## config.mk

```make
export PLATFORM = sky130hd
export DESIGN_NAME = i2s_rx_core
export DESIGN_NICKNAME = d
export VERILOG_FILES = /design/src/rtl/i2s_rx_core.sv
export SDC_FILE = /design/constraint.sdc
export NUM_CORES = 1
export LEC_CHECK = 0
export CAP_MARGIN = 30
export CORE_UTILIZATION = 44
export DETAILED_ROUTE_END_ITERATION = 10
export PLACE_DENSITY = 0.68
export SLEW_MARGIN = 20
export SYNTH_ARGS = -nofsm -noshare
export SYNTH_HDL_FRONTEND = slang
export SYNTH_SLANG_ARGS = --single-unit
```

## constraint.sdc

```tcl
create_clock -name clk -period 1.7 [get_ports clk]
set_input_delay 0.255 -clock clk [delete_from_list [all_inputs] [get_ports clk]]
set_output_delay 0.255 -clock clk [all_outputs]
set_load 0.005 [all_outputs]
```

## src/rtl/i2s_rx_core.sv

```systemverilog
// I2S / left-justified receive master: SCK/WS generation, stereo capture, valid/ready out.
// Optional sticky overrun flag (ovf/ovf_clr) when I2S_RX_OVF_EN is defined.
module i2s_rx_core #(
  parameter int CLK_DIV   = 28,
  parameter int SLOT_BITS = 32,
  parameter int DATA_BITS = 24
) (
  input  logic                 clk,
  input  logic                 Reset_n,
  input  logic                 en,
  input  logic                 lj_mode,
  input  logic                 SD_input,
  output logic                 SCK_output,
  output logic                 WS_output,
  output logic [DATA_BITS-1:0] L_Data,
  output logic [DATA_BITS-1:0] R_Data,
  output logic                 valid,
  input  logic                 ready
`ifdef I2S_RX_OVF_EN
  ,
  output logic                 ovf,
  input  logic                 ovf_clr
`endif
);

  localparam int PW = $clog2(CLK_DIV);
  localparam int BW = $clog2(2 * SLOT_BITS);

  localparam logic [PW-1:0] PH_LAST = PW'(CLK_DIV - 1);
  localparam logic [PW-1:0] PH_STB  = PW'(CLK_DIV / 2 - 1);

  localparam logic [BW-1:0] BIT_LAST = BW'(2 * SLOT_BITS - 1);
  localparam logic [BW-1:0] WS_START = BW'(SLOT_BITS);

  // Capture window bounds (inclusive) for both data delays.
  localparam logic [BW-1:0] L_LO_LJ  = BW'(0);
  localparam logic [BW-1:0] L_LO_I2S = BW'(1);
  localparam logic [BW-1:0] L_HI_LJ  = BW'(DATA_BITS - 1);
  localparam logic [BW-1:0] L_HI_I2S = BW'(DATA_BITS);
  localparam logic [BW-1:0] R_LO_LJ  = BW'(SLOT_BITS);
  localparam logic [BW-1:0] R_LO_I2S = BW'(SLOT_BITS + 1);
  localparam logic [BW-1:0] R_HI_LJ  = BW'(SLOT_BITS + DATA_BITS - 1);
  localparam logic [BW-1:0] R_HI_I2S = BW'(SLOT_BITS + DATA_BITS);

  logic [PW-1:0]        phase;
  logic [BW-1:0]        bit_idx;
  logic                 lj_q;
  logic [DATA_BITS-1:0] l_sr;
  logic [DATA_BITS-1:0] r_sr;
  logic                 done_q;

  logic          strobe;
  logic [BW-1:0] l_lo, l_hi, r_lo, r_hi;
  logic          l_win, r_win, done;
  logic          overrun;

  always_ff @(posedge clk or negedge Reset_n) begin
    if (!Reset_n) begin
      phase   <= '0;
      bit_idx <= '0;
    end else if (!en) begin
      phase   <= '0;
      bit_idx <= '0;
    end else if (phase == PH_LAST) begin
      phase   <= '0;
      if (bit_idx == BIT_LAST) bit_idx <= '0;
      else                     bit_idx <= bit_idx + 1'b1;
    end else begin
      phase <= phase + 1'b1;
    end
  end

  // Mode is latched once per frame so mid-frame changes wait for the next frame.
  always_ff @(posedge clk or negedge Reset_n) begin
    if (!Reset_n) begin
      lj_q <= 1'b0;
    end else if (bit_idx == '0 && phase == '0) begin
      lj_q <= lj_mode;
    end
  end

  assign SCK_output = (phase > PH_STB);
  assign WS_output  = (bit_idx >= WS_START);

  always_comb begin
    strobe = en && (phase == PH_STB);
    l_lo   = lj_q ? L_LO_LJ : L_LO_I2S;
    l_hi   = lj_q ? L_HI_LJ : L_HI_I2S;
    r_lo   = lj_q ? R_LO_LJ : R_LO_I2S;
    r_hi   = lj_q ? R_HI_LJ : R_HI_I2S;
    l_win  = (bit_idx >= l_lo) && (bit_idx <= l_hi);
    r_win  = (bit_idx >= r_lo) && (bit_idx <= r_hi);
    done   = strobe && (bit_idx == r_hi);
  end

  always_ff @(posedge clk or negedge Reset_n) begin
    if (!Reset_n) begin
      l_sr   <= '0;
      r_sr   <= '0;
      done_q <= 1'b0;
    end else if (!en) begin
      l_sr   <= '0;
      r_sr   <= '0;
      done_q <= 1'b0;
    end else begin
      done_q <= done;
      if (strobe && l_win) l_sr <= {l_sr[DATA_BITS-2:0], SD_input};
      if (strobe && r_win) r_sr <= {r_sr[DATA_BITS-2:0], SD_input};
    end
  end

  assign overrun = done_q && valid && !ready;

  always_ff @(posedge clk or negedge Reset_n) begin
    if (!Reset_n) begin
      L_Data <= '0;
      R_Data <= '0;
      valid  <= 1'b0;
    end else if (done_q) begin
      L_Data <= l_sr;
      R_Data <= r_sr;
      valid  <= 1'b1;
    end else if (valid && ready) begin
      valid  <= 1'b0;
    end
  end

`ifdef I2S_RX_OVF_EN
  always_ff @(posedge clk or negedge Reset_n) begin
    if (!Reset_n)     ovf <= 1'b0;
    else if (overrun) ovf <= 1'b1;
    else if (ovf_clr) ovf <= 1'b0;
  end
`else
  logic unused_overrun;
  assign unused_overrun = overrun;
`endif

endmodule

```

== Yosys cells after proc, flatten, opt, wreduce, memory -nomap -nowiden ==
Index checks and enable logic that the tools add are counted.
Widths: inputs -> output; s select.
Cells by class
  $add $sub $neg: 2
  $lt $le $gt $ge: 6
  equality and inequality tests: 7
  mux-type cells: 16
  reductions and logical operators: 11
Operator list (number)
  $mux 24: 4
  $mux 6: 3
  $mux 5: 2
  $logic_and 1x1->1: 8
  $mux 4: 2
  $add 6x1->6 const B: 1
  $eq 6x6->1: 1
  $eq 6x6->1 const B: 1
  $ge 6x1->1: 1
  $ge 6x6->1: 1
  $ge 6x6->1 const B: 1
  $le 6x5->1: 1
  $le 6x6->1: 1
  $logic_not 6->1: 1
  $ne 2x1->1 const B: 3
  $add 5x1->5 const B: 1
  $eq 5x4->1 const B: 1
  $eq 5x5->1 const B: 1
  $gt 5x4->1 const B: 1
  $logic_not 5->1: 1
  $mux 1: 5
  $reduce_bool 2->1: 1
Storage, ports and cells
  register bits after elaboration: 110
  input bits: 6
  word-level logic and storage cells: 51

== Depth between registers and ports, before layout ==
  depth in word-level cells: 6
  gate-level depth with buffers: 9
  gate-level depth less buffers: 7

== Least setup slack after synthesis ==
Ideal clock, no wire load.
  path type: reg2reg
  start point: reg bit_idx[1]
  end point: reg r_sr[10]
  setup time: 0.122 ns
  arrival time: 1.717 ns
  data required time: 1.578 ns
  slack: -0.138 ns
  cell stages (with the launch flop): 9
  buffers on the path: 2
  period minus slack after synthesis: 1.838 ns
  cells stage by stage: dfrtp_1 -> ha_1 -> nor2b_1 -> o211ai_1 -> a21o_1 -> and3_1 -> buf_2 -> buf_6 -> o21ai_1
Between the ends
  longest elaborated chain between the ends: 4
  elaborated cells on any way between the ends: 5
  those cells by class: order compare (2); eq/ne (1); reduce/logical (2)
Ends and longest elaborated chain
  start: declaration: RTL line 46  | logic [BW-1:0] bit_idx;
  start signal: assignment: RTL line 67  | else bit_idx <= bit_idx + 1'b1;
  $ge 6x6->1 or $le 6x6->1 (tied branches): RTL line 92  | r_win = (bit_idx >= r_lo) && (bit_idx <= r_hi);
  $logic_and 1x1->1 *: RTL line 92
  $logic_and 1x1->1 *: RTL line 108  | if (strobe && r_win) r_sr <= {r_sr[DATA_BITS-2:0], SD_input};
  $ne 2x1->1 (no source line) *
  end signal: assignment: RTL line 108
  end: declaration: RTL line 49  | logic [DATA_BITS-1:0] r_sr;
Every way passes the cells marked *; elsewhere a longest branch is shown, timed or not.
A chain may end at the register's enable or synchronous reset.

== Worst setup path after layout ==
  start point: reg lj_q
  end point: reg l_sr[19]
Between the ends
  longest elaborated chain between the ends: 5
  elaborated cells on any way between the ends: 7
  those cells by class: order compare (2); eq/ne (1); mux (2); reduce/logical (2)
Ends and longest elaborated chain
  start: declaration: RTL line 47  | logic lj_q;
  start signal: assignment: RTL line 78  | lj_q <= lj_mode;
  $mux 1 or $mux 4 (tied branches): RTL line 87, 88
  $ge 6x1->1 or $le 6x5->1 (tied branches): RTL line 91  | l_win = (bit_idx >= l_lo) && (bit_idx <= l_hi);
  $logic_and 1x1->1 *: RTL line 91
  $logic_and 1x1->1 *: RTL line 107  | if (strobe && l_win) l_sr <= {l_sr[DATA_BITS-2:0], SD_input};
  $ne 2x1->1 (no source line) *
  end signal: assignment: RTL line 107
  end: declaration: RTL line 48  | logic [DATA_BITS-1:0] l_sr;
Marked as above.

==> results.md <==
- Top cells by count, synth: dfrtp_1 (110), nand2_1 (58), mux2_2 (48), inv_1 (29), nand4_1 (26)
- Detail Route Antenna Nets: 0
- Inst Count DP: 595
- Critical path depth in cells: 9
- Worst Setup End Kind: flop
- Ports: 57
- CP cell instances: inv_2 > ha_4 > nand4b_1 > nand2_1 > a21o_1 > buf_6 > nand3b_4 > buf_12 > mux2i_1
- Syn nets: 419
- Worst Setup Start Kind: flop
- Worst path arrival time: 2.22 ns
- Slew headroom: 67.2%
- P_leak: 2.82 nW
- Max_cap viols: 0
- Tot Pwr: 4.39 mW
- Final Max Slew Viols: 0
- Pre-Repair DR Iteration Count: 4
- Total gr overflow: 0
- Die Wd: 107 µm
- CP required: roughly 2 ns
- PnR worst setup slack: -0.228 ns
- Skew final: 0.0108 ns
- Hold path cells: 3
- Avg Inst Size Synth: 12.0 µm²
- Root Buffer Master: clkbuf_8
- Final hold violations: 0
- Starting density of the core: 46.0%
- Highest routed layer: met4
- Largest net degree at the start of global routing: 35
- Distinct cell type count after synthesis: 43
- Worst slew pin tran: 0.492 ns
- FILL cells: 912
- Final setup fails: 48
- CTS Buffer Depth: 2
- GP Congestion: 0.743
- YS warnings: 0
- Pwr Density: 736 nW/µm²
- Final period util: 113%
- Number of cell rows: 37
- Via Count: 3203
- Share of post-route cells with drive strength above 1: 24.1%
- # diodes: 0
- Port bufs: 56
- GR Util All Layers: roughly 18%
- Cell with the largest stage delay on the worst path: dfrtp_1
- Sinks on Clock Net: 110
- Critical Setup Path Class: reg2reg
- WL met1: 4420 µm
- Core Region: 10500 µm²
- RSZ-0062 raised after global routing: true
- Status: complete, but fails checks
- Synth Register Bits: 110
- Sequential cell area: ~2800 µm²
- Async SR Flop Fraction: 100%
- Die Y: 107 µm
- H-tree depth: 3
- Yosys top cell by area: dfrtp_1
- Clk_lat worst skew: 0.37 ns
- CP bufs+invs: 3
- Peak VDD IR: about 460 µV
- Fin nets: 493
- Initial antenna violation count: 0
- DR DRC count: 0
- Worst Path Max Fanout: 9
- Post-synth EDFFs: 0
- Via-to-Cell Ratio: about 5.2
- Area growth syn-to-layout: 23.2%
- Peak Freq: 519 MHz
- Iter 0 DRT Violations: between 150 and 200
- First-pass GRT wire length: between 15000 and 20000 µm
- DR WL met2: about 4600 µm
- Worst-path clk slew: 0.10 ns
- Final hold slack: between 0.2 and 0.25 ns
- DP Worst Slack: -0.245 ns
- Failing checks: setup timing
- Post-layout util: 56.7%
- Most common cell in the netlist: dfrtp_1
- Register area share after synthesis: 56.9%
- Most area-consuming cells after synthesis: dfrtp_1 (57%), mux2_2 (11%), mux2i_1 (5.2%), nand2_1 (4.5%), nand4_1 (3.4%)
- CTS tree: built
- Vias in the first global route: 3346
- Reg2Reg Depth: 9
- Top-area cell type share of the netlist area: 56.9%
- Clock period minus worst slack: 1.93 ns
- Final wirelength: between 9000 and 10000 µm
- Slowest stage delay, CP: 0.44 ns
- Layout Cells excl Fill: 618
- Area of the mapped netlist: 4840 µm²
- Die area: 11400 µm²
- Area of the multi-input gates: 1820 µm²
- Delay-heaviest family, CP: simple AND/OR/NAND/NOR gates
- Hold Crit Class: in2reg
- Hpwl dp: 6260 µm
- DR WL met3: 327 µm
- Total CTS buffers: 9
- Top FF cell, synth: dfrtp_1
- Routed len/inst: 15.3 µm
- Syn Inst Count: 403
==> logic make-up (layout without fill, tap and decap cells) <==
kind of cell	after synthesis	after routing	share of synthesized area (%)
xor gates and xnor gates	4	4	0.724
adders and majority gates	10	10	2.59
buffers and inverters	57	136	6.90
DFF	110	110	56.9
muxes	74	74	16.6
AOI/OAI and AO/OA	36	36	4.47
and+or+nand+nor	112	112	11.8
==> tightest hold or removal path, cell delays in order <==
cell	delay (ns)
buf_2	0.13
nand4_2	0.10
nor3_1	0.06
==> per-stage QoR <==
stage | cell area [µm²] | TNS, ns
after detailed placement | 5630 | -9.16
after floorplan | 4870 | -3.48
after global placement | 5630 | -2.46
final | 5960 | -8.52
after global routing | 5960 | -13.19
after CTS | 5910 | -8.14
==> cell usage in the layout, fill, tap and decap left out, drive strengths merged, types with 2 or more instances in the layout <==
cell type	instances
dfrtp	110
nand2	58
clkdlybuf4s50	53
mux2	49
buf	36
inv	30
nand4	27
mux2i	25
o21ai	25
clkbuf	11
ha	10
nor2	5
and3	4
nor2b	4
nand3	3
a21oi	3
nand4b	2
xor2	2
xnor2	2
o211ai	2
and2	2
a21o	2
clkinv	2
clkinvlp	2
nor3	2
==> report_power, final <==
| group | total [mW] | internal, mW | leakage, nW | switching, mW |
|---|---|---|---|---|
| Combinational | 0.249 | 0.107 | 1.20 | 0.142 |
| Clock | 1.50 | 0.590 | 0.0877 | 0.912 |
| Sequential | 2.64 | 2.63 | 1.53 | 0.0130 |
| Total | 4.39 | 3.32 | 2.82 | 1.07 |
==> routing by layer <==
layer / GRT usage [%] / up-vias
li1: - / 1518
met5: 0 / -
met2: 30.4 / 64
met3: 3.40 / 11
met4: 4.79 / 0
met1: 24.3 / 1610
==> final cells by class <==
| cell class | count | area share (%) |
|---|---|---|
| Clock inverter | 5 | 0.734 |
| Sequential cell | 110 | 46.2 |
| Timing Repair Buffer | 91 | 15.4 |
| Clock buffer | 11 | 2.37 |
| Multi-Input combinational cell | 236 | 30.6 |
| Tap cell | 136 | 2.85 |
| Inverter | 29 | 1.83 |
==> path summary, 6_finish.rpt <==
kind                              start          to  slack [ns]
min in group asynchronous       Reset_n  L_Data[20]        0.38
worst min register to register    valid       valid        0.50
worst max-delay path               lj_q    l_sr[19]       -0.23
worst min-delay path                 en      done_q        0.21
worst max register to register     lj_q    l_sr[19]       -0.23
max in group asynchronous       Reset_n  R_Data[19]        0.77
==> state kept, by name, summed over array words and instances (netlist names) <==
| register | flops |
|---|---|
| done_q | 1 |
| R_Data | 24 |
| lj_q | 1 |
| L_Data | 24 |
| phase | 5 |
| bit_idx | 6 |
| l_sr | 24 |
| valid | 1 |
| r_sr | 24 |
==> what timing repair did <==
item                                    4_1_cts  5_1_grt
gates cloned                                  1        0
resized for setup                             7       10
buffers inserted                              4        3
hold buffers                                  1        0
pin swaps                                     4        3
hold endpoints to repair                     31        0
endpoints found under the setup margin       50       54
(Power assumes the default switching activity.)
